<file path="src/rtl/cby_pipe_tile.sv">
// Y connection-block tile for empty grid columns: vertical channel pass-through
// with a per-track, per-direction retiming delay of 0..PIPE_DEPTH clock stages.
// Delays are selected by a serial configuration chain (ccff_head -> ccff_tail).
module cby_pipe_tile #(
    parameter int unsigned CHAN_WIDTH = 32,
    parameter int unsigned PIPE_DEPTH = 2
) (
    input  logic                  clk,
    input  logic                  reset_n,
    input  logic                  config_enable,
    input  logic                  ccff_head,
    output logic                  ccff_tail,
    input  logic [0:CHAN_WIDTH-1] chany_bottom_in,
    input  logic [0:CHAN_WIDTH-1] chany_top_in,
    output logic [0:CHAN_WIDTH-1] chany_top_out,
    output logic [0:CHAN_WIDTH-1] chany_bottom_out
);

    localparam int unsigned SEL_W = $clog2(PIPE_DEPTH + 1);
    localparam int unsigned CFG_L = 2 * CHAN_WIDTH * SEL_W;

    // Configuration chain: cfg_q[0] is the head end, cfg_q[CFG_L-1] the tail end.
    logic [0:CFG_L-1] cfg_q;
    logic [0:CFG_L-1] cfg_d;

    // Per-track delay lines; bit j of a track holds its input delayed by j+1 cycles.
    logic [CHAN_WIDTH-1:0][PIPE_DEPTH-1:0] up_q;
    logic [CHAN_WIDTH-1:0][PIPE_DEPTH-1:0] up_d;
    logic [CHAN_WIDTH-1:0][PIPE_DEPTH-1:0] dn_q;
    logic [CHAN_WIDTH-1:0][PIPE_DEPTH-1:0] dn_d;

    // Clamp an out-of-range delay field to the deepest available stage.
    function automatic logic [SEL_W-1:0] sat_sel(input logic [SEL_W-1:0] field);
        if (field > SEL_W'(PIPE_DEPTH)) begin
            return SEL_W'(PIPE_DEPTH);
        end
        return field;
    endfunction

    // Chain shifts one position toward the tail while config_enable is high.
    always_comb begin
        cfg_d = cfg_q;
        if (config_enable) begin
            cfg_d = {ccff_head, cfg_q[0:CFG_L-2]};
        end
    end

    assign ccff_tail = cfg_q[CFG_L-1];

    for (genvar i = 0; i < CHAN_WIDTH; i++) begin : g_track
        logic [SEL_W-1:0]  top_sel;
        logic [SEL_W-1:0]  bot_sel;
        logic [PIPE_DEPTH:0] up_tap;
        logic [PIPE_DEPTH:0] dn_tap;

        // Fields are read MSB-first from the chain; bottom_out fields follow all top_out fields.
        assign top_sel = sat_sel(cfg_q[i*SEL_W +: SEL_W]);
        assign bot_sel = sat_sel(cfg_q[(CHAN_WIDTH+i)*SEL_W +: SEL_W]);

        // Tap vector: bit 0 is the live input, bit k the input k cycles ago.
        assign up_tap = {up_q[i], chany_bottom_in[i]};
        assign dn_tap = {dn_q[i], chany_top_in[i]};

        // Advance each delay line by one stage every cycle, regardless of config_enable.
        assign up_d[i] = up_tap[PIPE_DEPTH-1:0];
        assign dn_d[i] = dn_tap[PIPE_DEPTH-1:0];

        // Outputs are forced low while the chain is being loaded.
        assign chany_top_out[i]    = up_tap[top_sel] & ~config_enable;
        assign chany_bottom_out[i] = dn_tap[bot_sel] & ~config_enable;
    end

    // State registers: reset clears config (all-bypass) and delay history.
    always_ff @(posedge clk or negedge reset_n) begin
        if (!reset_n) begin
            cfg_q <= '0;
            up_q  <= '0;
            dn_q  <= '0;
        end else begin
            cfg_q <= cfg_d;
            up_q  <= up_d;
            dn_q  <= dn_d;
        end
    end

endmodule
</file>
<file path="config.mk">
export PLATFORM = sky130hd
export DESIGN_NAME = cby_pipe_tile
export DESIGN_NICKNAME = d
export VERILOG_FILES = /design/src/rtl/cby_pipe_tile.sv
export SDC_FILE = /design/constraint.sdc
export NUM_CORES = 1
export LEC_CHECK = 0
export ABC_AREA = 1
export CORE_MARGIN = 3
export CORE_UTILIZATION = 57
export CTS_BUF_LIST = sky130_fd_sc_hd__clkbuf_8
export DETAILED_ROUTE_END_ITERATION = 12
export PLACE_DENSITY = 0.83
export SYNTH_ARGS = -nofsm -noshare
export SYNTH_HDL_FRONTEND = slang
export SYNTH_SLANG_ARGS = --single-unit
export TNS_END_PERCENT = 30
</file>
<file path="constraint.sdc">
create_clock -name clk -period 1.5 [get_ports clk]
set_input_delay 0.375 -clock clk [delete_from_list [all_inputs] [get_ports clk]]
set_output_delay 0.375 -clock clk [all_outputs]
set_load 0.02 [all_outputs]
</file>
* Yosys cells after proc, flatten, opt, wreduce, memory -nomap -nowiden *
Cells that the tools add are included.

cells by class
  magnitude comparators = 128
  multiplexer cells = 320
  bitwise operators = 65

operator list
  kind                                                                   number
  2-bit 2-to-1 mux                                                       128
  2-bit by 3-bit < comparator with 1-bit output (second input constant)  64
  1-bit binary-select mux with 2-bit select                              64
  2-bit greater-than comparator (second input constant)                  64
  1-bit 2-to-1 mux                                                       128
  1-bit bitwise AND                                                      64
  1-bit inverter                                                         1

word-level totals
  register bits after elaboration = 256
  bits of input ports = 68
  logic and storage cells = 578

* Longest topological paths before layout *
  word-level depth = 6
  depth in mapped cells = 6
  depth with buffers taken out = 4

* Worst setup path after synthesis *
No wires, ideal clock.

  path kind = input -> output
  start = input config_enable
  end = output chany_bottom_out[14] in the netlist's numbering
  arrival = 1.165 ns
  required time = 1.125 ns
  slack = -0.040 ns
  stages = 6
  path buffers = 3
  cell sequence = inv_2 -> buf_6 -> buf_8 -> buf_8 -> o21ai_2 -> nor2_1

on the way
  longest elaborated chain between the ends = 2

ends and longest elaborated chain
  item               RTL line  text
  from (decl)        10        input logic config_enable,
  1-bit inverter     70        assign chany_bottom_out[i] = dn_tap[bot_sel] & ~config_enable;
  1-bit bitwise AND  70
  to (decl)          16        output logic [0:CHAN_WIDTH-1] chany_bottom_out

Every way passes these cells.

* Worst setup path after layout *
  start = register cfg_q[45] in the netlist's numbering
  end = output chany_top_out[22] in the netlist's numbering

on the way
  longest elaborated chain between the ends = 6

ends and longest elaborated chain
  item                                         RTL line  text
  from (decl)                                  23        logic [0:CFG_L-1] cfg_q;
  from (signal assigned)                       80        cfg_q <= cfg_d;
  2-bit greater-than comparator                34        if (field > SEL_W'(PIPE_DEPTH)) begin
  1-bit 2-to-1 mux                             34
  2-bit 2-to-1 mux *                           37        return field;
  1-bit binary-select mux with 2-bit select *  69        assign chany_top_out[i] = up_tap[top_sel] & ~config_enable;
  1-bit 2-to-1 mux (not written as such) *     69
  1-bit bitwise AND *                          69
  to (decl)                                    15        output logic [0:CHAN_WIDTH-1] chany_top_out,

Every way passes the cells marked *; elsewhere a longest branch is shown, timed or not. The select of a mux whose other input is x is not followed.

==> reports/qor_table.md <==
| Stage | Result | Value |
| --- | --- | --- |
| timing | Highest clock rate | 557 MHz |
| power | VDD IR max | 0.792 mV |
| power | Static Leakage | 6.77 nW |
| worst setup path | Startpoint of the lowest-slack register-to-register path | cfg_q[61] |
| worst setup path | Sort of element at the start of the critical path | register |
| yosys | Per-instance average area after synthesis | 9.28 um^2 |
| clock network | Clock slew seen by the registers of the worst setup and hold paths | 0.06 ns |
| timing | Setup Viol. Count Final | 65 |
| yosys | Cell area after synthesis | 0.00984 mm^2 |
| worst hold path | Hold path start | chany_top_in[13] |
| floorplan | Number of placement rows | 47 |
| power | Internal power of the cells | 12.5 mW |
| run status | Violated checks | setup timing |
| worst setup path | Reg2Reg Depth | 4 |
| yosys | Fraction of the yosys area taken by sequential cells | 65.1% |
| final layout | Syn-to-layout area delta | 34.1% |
| power | Part of the total power dissipated in the clock network | 31.9% |
| final layout | Final net count | 1429 |
| worst setup path | Critical Path RT | 1.12 ns |
| worst setup path | Arr. time, crit path | 1.42 ns |
| timing | Final critical delay including setup and external delays | 1.79 ns |
| yosys | Post-synth cell types | 14 |
| floorplan | Height of the chip | 137 um |
| floorplan | I/O pin total | 133 |
| global routing | Total global routing overflow | 0 |
| worst setup path | Endpoint kind of the worst setup timing path | primary output |
| power | Power per unit of standard cell area | 1330 mW/mm^2 |
| yosys | Syn nets | 1128 |
| timing | Final hold violations | 0 |
| worst setup path | Family of cells with the greatest summed delay on the critical path | flip-flops |
| detailed routing | Number of optimization iterations in the first detailed-route pass | 5 |
| yosys | Synthesized flop and latch total | 256 |
| detailed routing | Vias | 7916 |
| detailed routing | WL per Instance | 14.3 um |
| detailed routing | DR DRC count | 0 |
| worst setup path | FF-to-FF End | cfg_q[62] |
| clock network | Clock buffers created by TritonCTS | 42 |
| worst setup path | Largest fanout on the critical path | 3 |
| floorplan | Core region area | 0.0168 mm^2 |
| placed design | GPL Wtd Cong | 0.775 |
| yosys | Largest cells by area after synthesis | sky130_fd_sc_hd__dfrtp_1 65%, sky130_fd_sc_hd__nand2_1 9.8%, sky130_fd_sc_hd__nor2_1 7.3%, sky130_fd_sc_hd__o21ai_0 7.0%, sky130_fd_sc_hd__inv_1 4.9% |
| worst setup path | Type of the worst setup path | reg2out |
| yosys | Share of the synthesized area in the top cell type | 65.1% |
| yosys | Largest area contributor in the synthesized netlist | sky130_fd_sc_hd__dfrtp_1 |
| yosys | Synth cell count leaders | 256 x sky130_fd_sc_hd__dfrtp_1, 256 x sky130_fd_sc_hd__nand2_1, 192 x sky130_fd_sc_hd__nor2_1, 138 x sky130_fd_sc_hd__o21ai_0, 128 x sky130_fd_sc_hd__inv_1 |
| detailed routing | Wire length reported by the detailed router | 22900 um |
| yosys | Number of instances in the synthesized netlist | 1060 |
| global routing | Initial antenna violation count | 0 |
| power | Combinational share of power | 21.9% |
| clock network | Clock buffer depth | 3 |
| global routing | Global-route wire length before repair | 37000 um |
| global routing | Pin count of the biggest net entering global routing | 90 |
| global routing | GRT Overall Usage | 24.3% |
| timing | Headroom to the max-slew limit | 61.5% |
| timing | Fraction of the cycle the final worst path needs | 120% |
| timing | Slew @ Worst Pin | 0.577 ns |
| yosys | Number of enable-type register cells in the synthesized netlist | 0 |
| clock network | Clock latency on the worst-skew pair | 0.52 ns |
| detailed routing | Detailed router's first-iteration violation count | 465 |
| global routing | Vias in the first global route | 8131 |
| worst hold path | Worst Hold End | dn_d[27] |
| final layout | Utilization after layout | 78.7% |
| detailed routing | Drt via density | 4.93 |
| run status | Status | complete, but fails checks |
| timing | Worst setup margin | -0.295 ns |
| clock network | Cell at the root of the clock tree | sky130_fd_sc_hd__clkbuf_8 |
| power | Sw Share | 28.8% |
| clock network | CTS tree | done |
| worst setup path | Bufs and invs on worst path | 1 |
| worst hold path | HP Class | in2reg |
| timing | Clock Skew | 0.0181 ns |
| worst setup path | FF-to-FF setup slack | 0.47 ns |
| power | Relative contribution of sequential cells to total power | 46.2% |
| final layout | Count of inserted antenna diode cells | 0 |
| floorplan | Starting density of the core | 58.7% |
| final layout | Proportion of layout cells with a drive suffix above 1 | 26.3% |
| yosys | Warnings from Yosys | 0 |
| yosys | Async set-reset flop share out of synthesis | 100% |
| floorplan | Chip width | 137 um |
| timing | RSZ-0062 raised after global routing | yes |
| floorplan | Die area | 0.0189 mm^2 |
| placed design | Port bufs | 132 |
| detailed routing | Detail Route Antenna Nets | 0 |
| worst setup path | Critical-path cell list | nor2_1, nor2_1, nor2_1, buf_4 |
| power | Switching power summed over all nets | 5.04 mW |
| yosys | Post-synth top flop | sky130_fd_sc_hd__dfrtp_1 |
| job | Max-cap violations | 0 |
| worst hold path | Hold Path Stages | 1 |
| worst setup path | Standard cell with the maximum stage delay on the critical path | sky130_fd_sc_hd__dfrtp_1 |
| worst setup path | Critical path's largest stage delay | 0.40 ns |
| worst setup path | Crit-path most repeated cell | sky130_fd_sc_hd__nor2_1 |
| placed design | HPWL after detailed placement | 15100 um |
| timing | Final slew viol count | 0 |
| timing | Smallest hold slack | 0.0333 ns |
| clock network | Level count of the clock H-tree | 2 |
| clock network | Count of clock tree sinks | 256 |
per-stage QoR:
step | cell area [um^2] | power (mW) | instances | setup slack [ns] | setup TNS, ns
2_1_floorplan | 9840 | 9.78 | 1060 | -0.0396 | -0.277
3_3_place_gp | 12400 | 11.7 | 1524 | -0.721 | -58.87
3_5_place_dp | 12400 | 11.9 | 1524 | -0.743 | -61.17
4_1_cts | 13100 | 17.6 | 1603 | -0.328 | -15.80
5_1_grt | 13200 | 18.4 | 1607 | -0.378 | -19.29
6_report | 13200 | 17.5 | 1607 | -0.295 | -14.00
flip-flops by register name (all words and copies together), names as in the netlist:
name and cells:
cfg_q 128, dn_d 32, g_track.up_tap 64, dn_q 32
power by group through the flow:
stage	combinational (mW)	sequential, mW	clock [mW]
4_1_cts	3.77	8.07	5.72
5_1_grt	4.23	8.17	6.04
3_3_place_gp	3.62	8.10	0
2_1_floorplan	1.70	8.08	0
6_report	3.83	8.10	5.59
3_5_place_dp	3.76	8.15	0
cells by family after synthesis:
group           Yosys count  synth area share (%)
flops                   256                  65.1
simple gates            448                  17.1
compound gates          192                  10.3
buf+inv                 164                  7.44
routing by layer:
layer	wire length, um	share of wire [%]	GRT usage, %
met3	1200	5.2	4.89
met5	0	0	0
met4	428	1.9	8.48
met1	9520	42	31.0
met2	11800	51	41.6
worst max path at each step:
stage                                   from                   end  slack (ns)  cells past startpoint
after floorplan                config_enable  chany_bottom_out[17]       -0.04                      6
after global placement    chany_bottom_in[5]      chany_top_out[5]       -0.72                      6
after detailed placement  chany_bottom_in[5]      chany_top_out[5]       -0.74                      6
after CTS                          cfg_q[11]      chany_top_out[5]       -0.33                      4
after global routing                cfg_q[7]      chany_top_out[3]       -0.38                      5
final                              cfg_q[45]     chany_top_out[22]       -0.29                      4
area by class of cell:
cell class,count,area (um^2)
clock buffers,51,702
clock inverters,19,71.3
fillers,1114,3570
inverters,129,489
multi-input cells,640,2750
flip-flops and latches,256,6410
well taps,220,275
repair buffers,292,2500
timing repair:
| action | CTS | global route |
|---|---|---|
| setup buffers | 8 | 4 |
| resized for setup | 364 | 34 |
| hold buffers | 1 | 0 |
| endpoints found under the hold margin | 29 | 0 |
| pin swaps | 66 | 34 |
| setup endpoints to repair | 66 | 65 |
placed cells by master (no fill, tap or decap):
| cell | instances |
|---|---|
| sky130_fd_sc_hd__dfrtp_1 | 255 |
| sky130_fd_sc_hd__dlygate4sd3_1 | 1 |
| sky130_fd_sc_hd__o21ai_2 | 15 |
| sky130_fd_sc_hd__inv_2 | 52 |
| sky130_fd_sc_hd__dfrtp_2 | 1 |
| sky130_fd_sc_hd__nor2_2 | 17 |
| sky130_fd_sc_hd__clkdlybuf4s50_1 | 63 |
| sky130_fd_sc_hd__buf_4 | 204 |
| sky130_fd_sc_hd__inv_6 | 1 |
| sky130_fd_sc_hd__buf_12 | 10 |
| sky130_fd_sc_hd__buf_6 | 6 |
| sky130_fd_sc_hd__inv_1 | 95 |
| sky130_fd_sc_hd__dlymetal6s2s_1 | 1 |
| sky130_fd_sc_hd__nand2_1 | 254 |
| sky130_fd_sc_hd__buf_2 | 5 |
| sky130_fd_sc_hd__nand2_2 | 2 |
| sky130_fd_sc_hd__o21ai_1 | 48 |
| sky130_fd_sc_hd__buf_8 | 1 |
| sky130_fd_sc_hd__nor2_1 | 175 |
| sky130_fd_sc_hd__dlygate4sd2_1 | 1 |
| sky130_fd_sc_hd__clkbuf_8 | 51 |
| sky130_fd_sc_hd__o21ai_0 | 129 |
(Power assumes the default switching activity.)
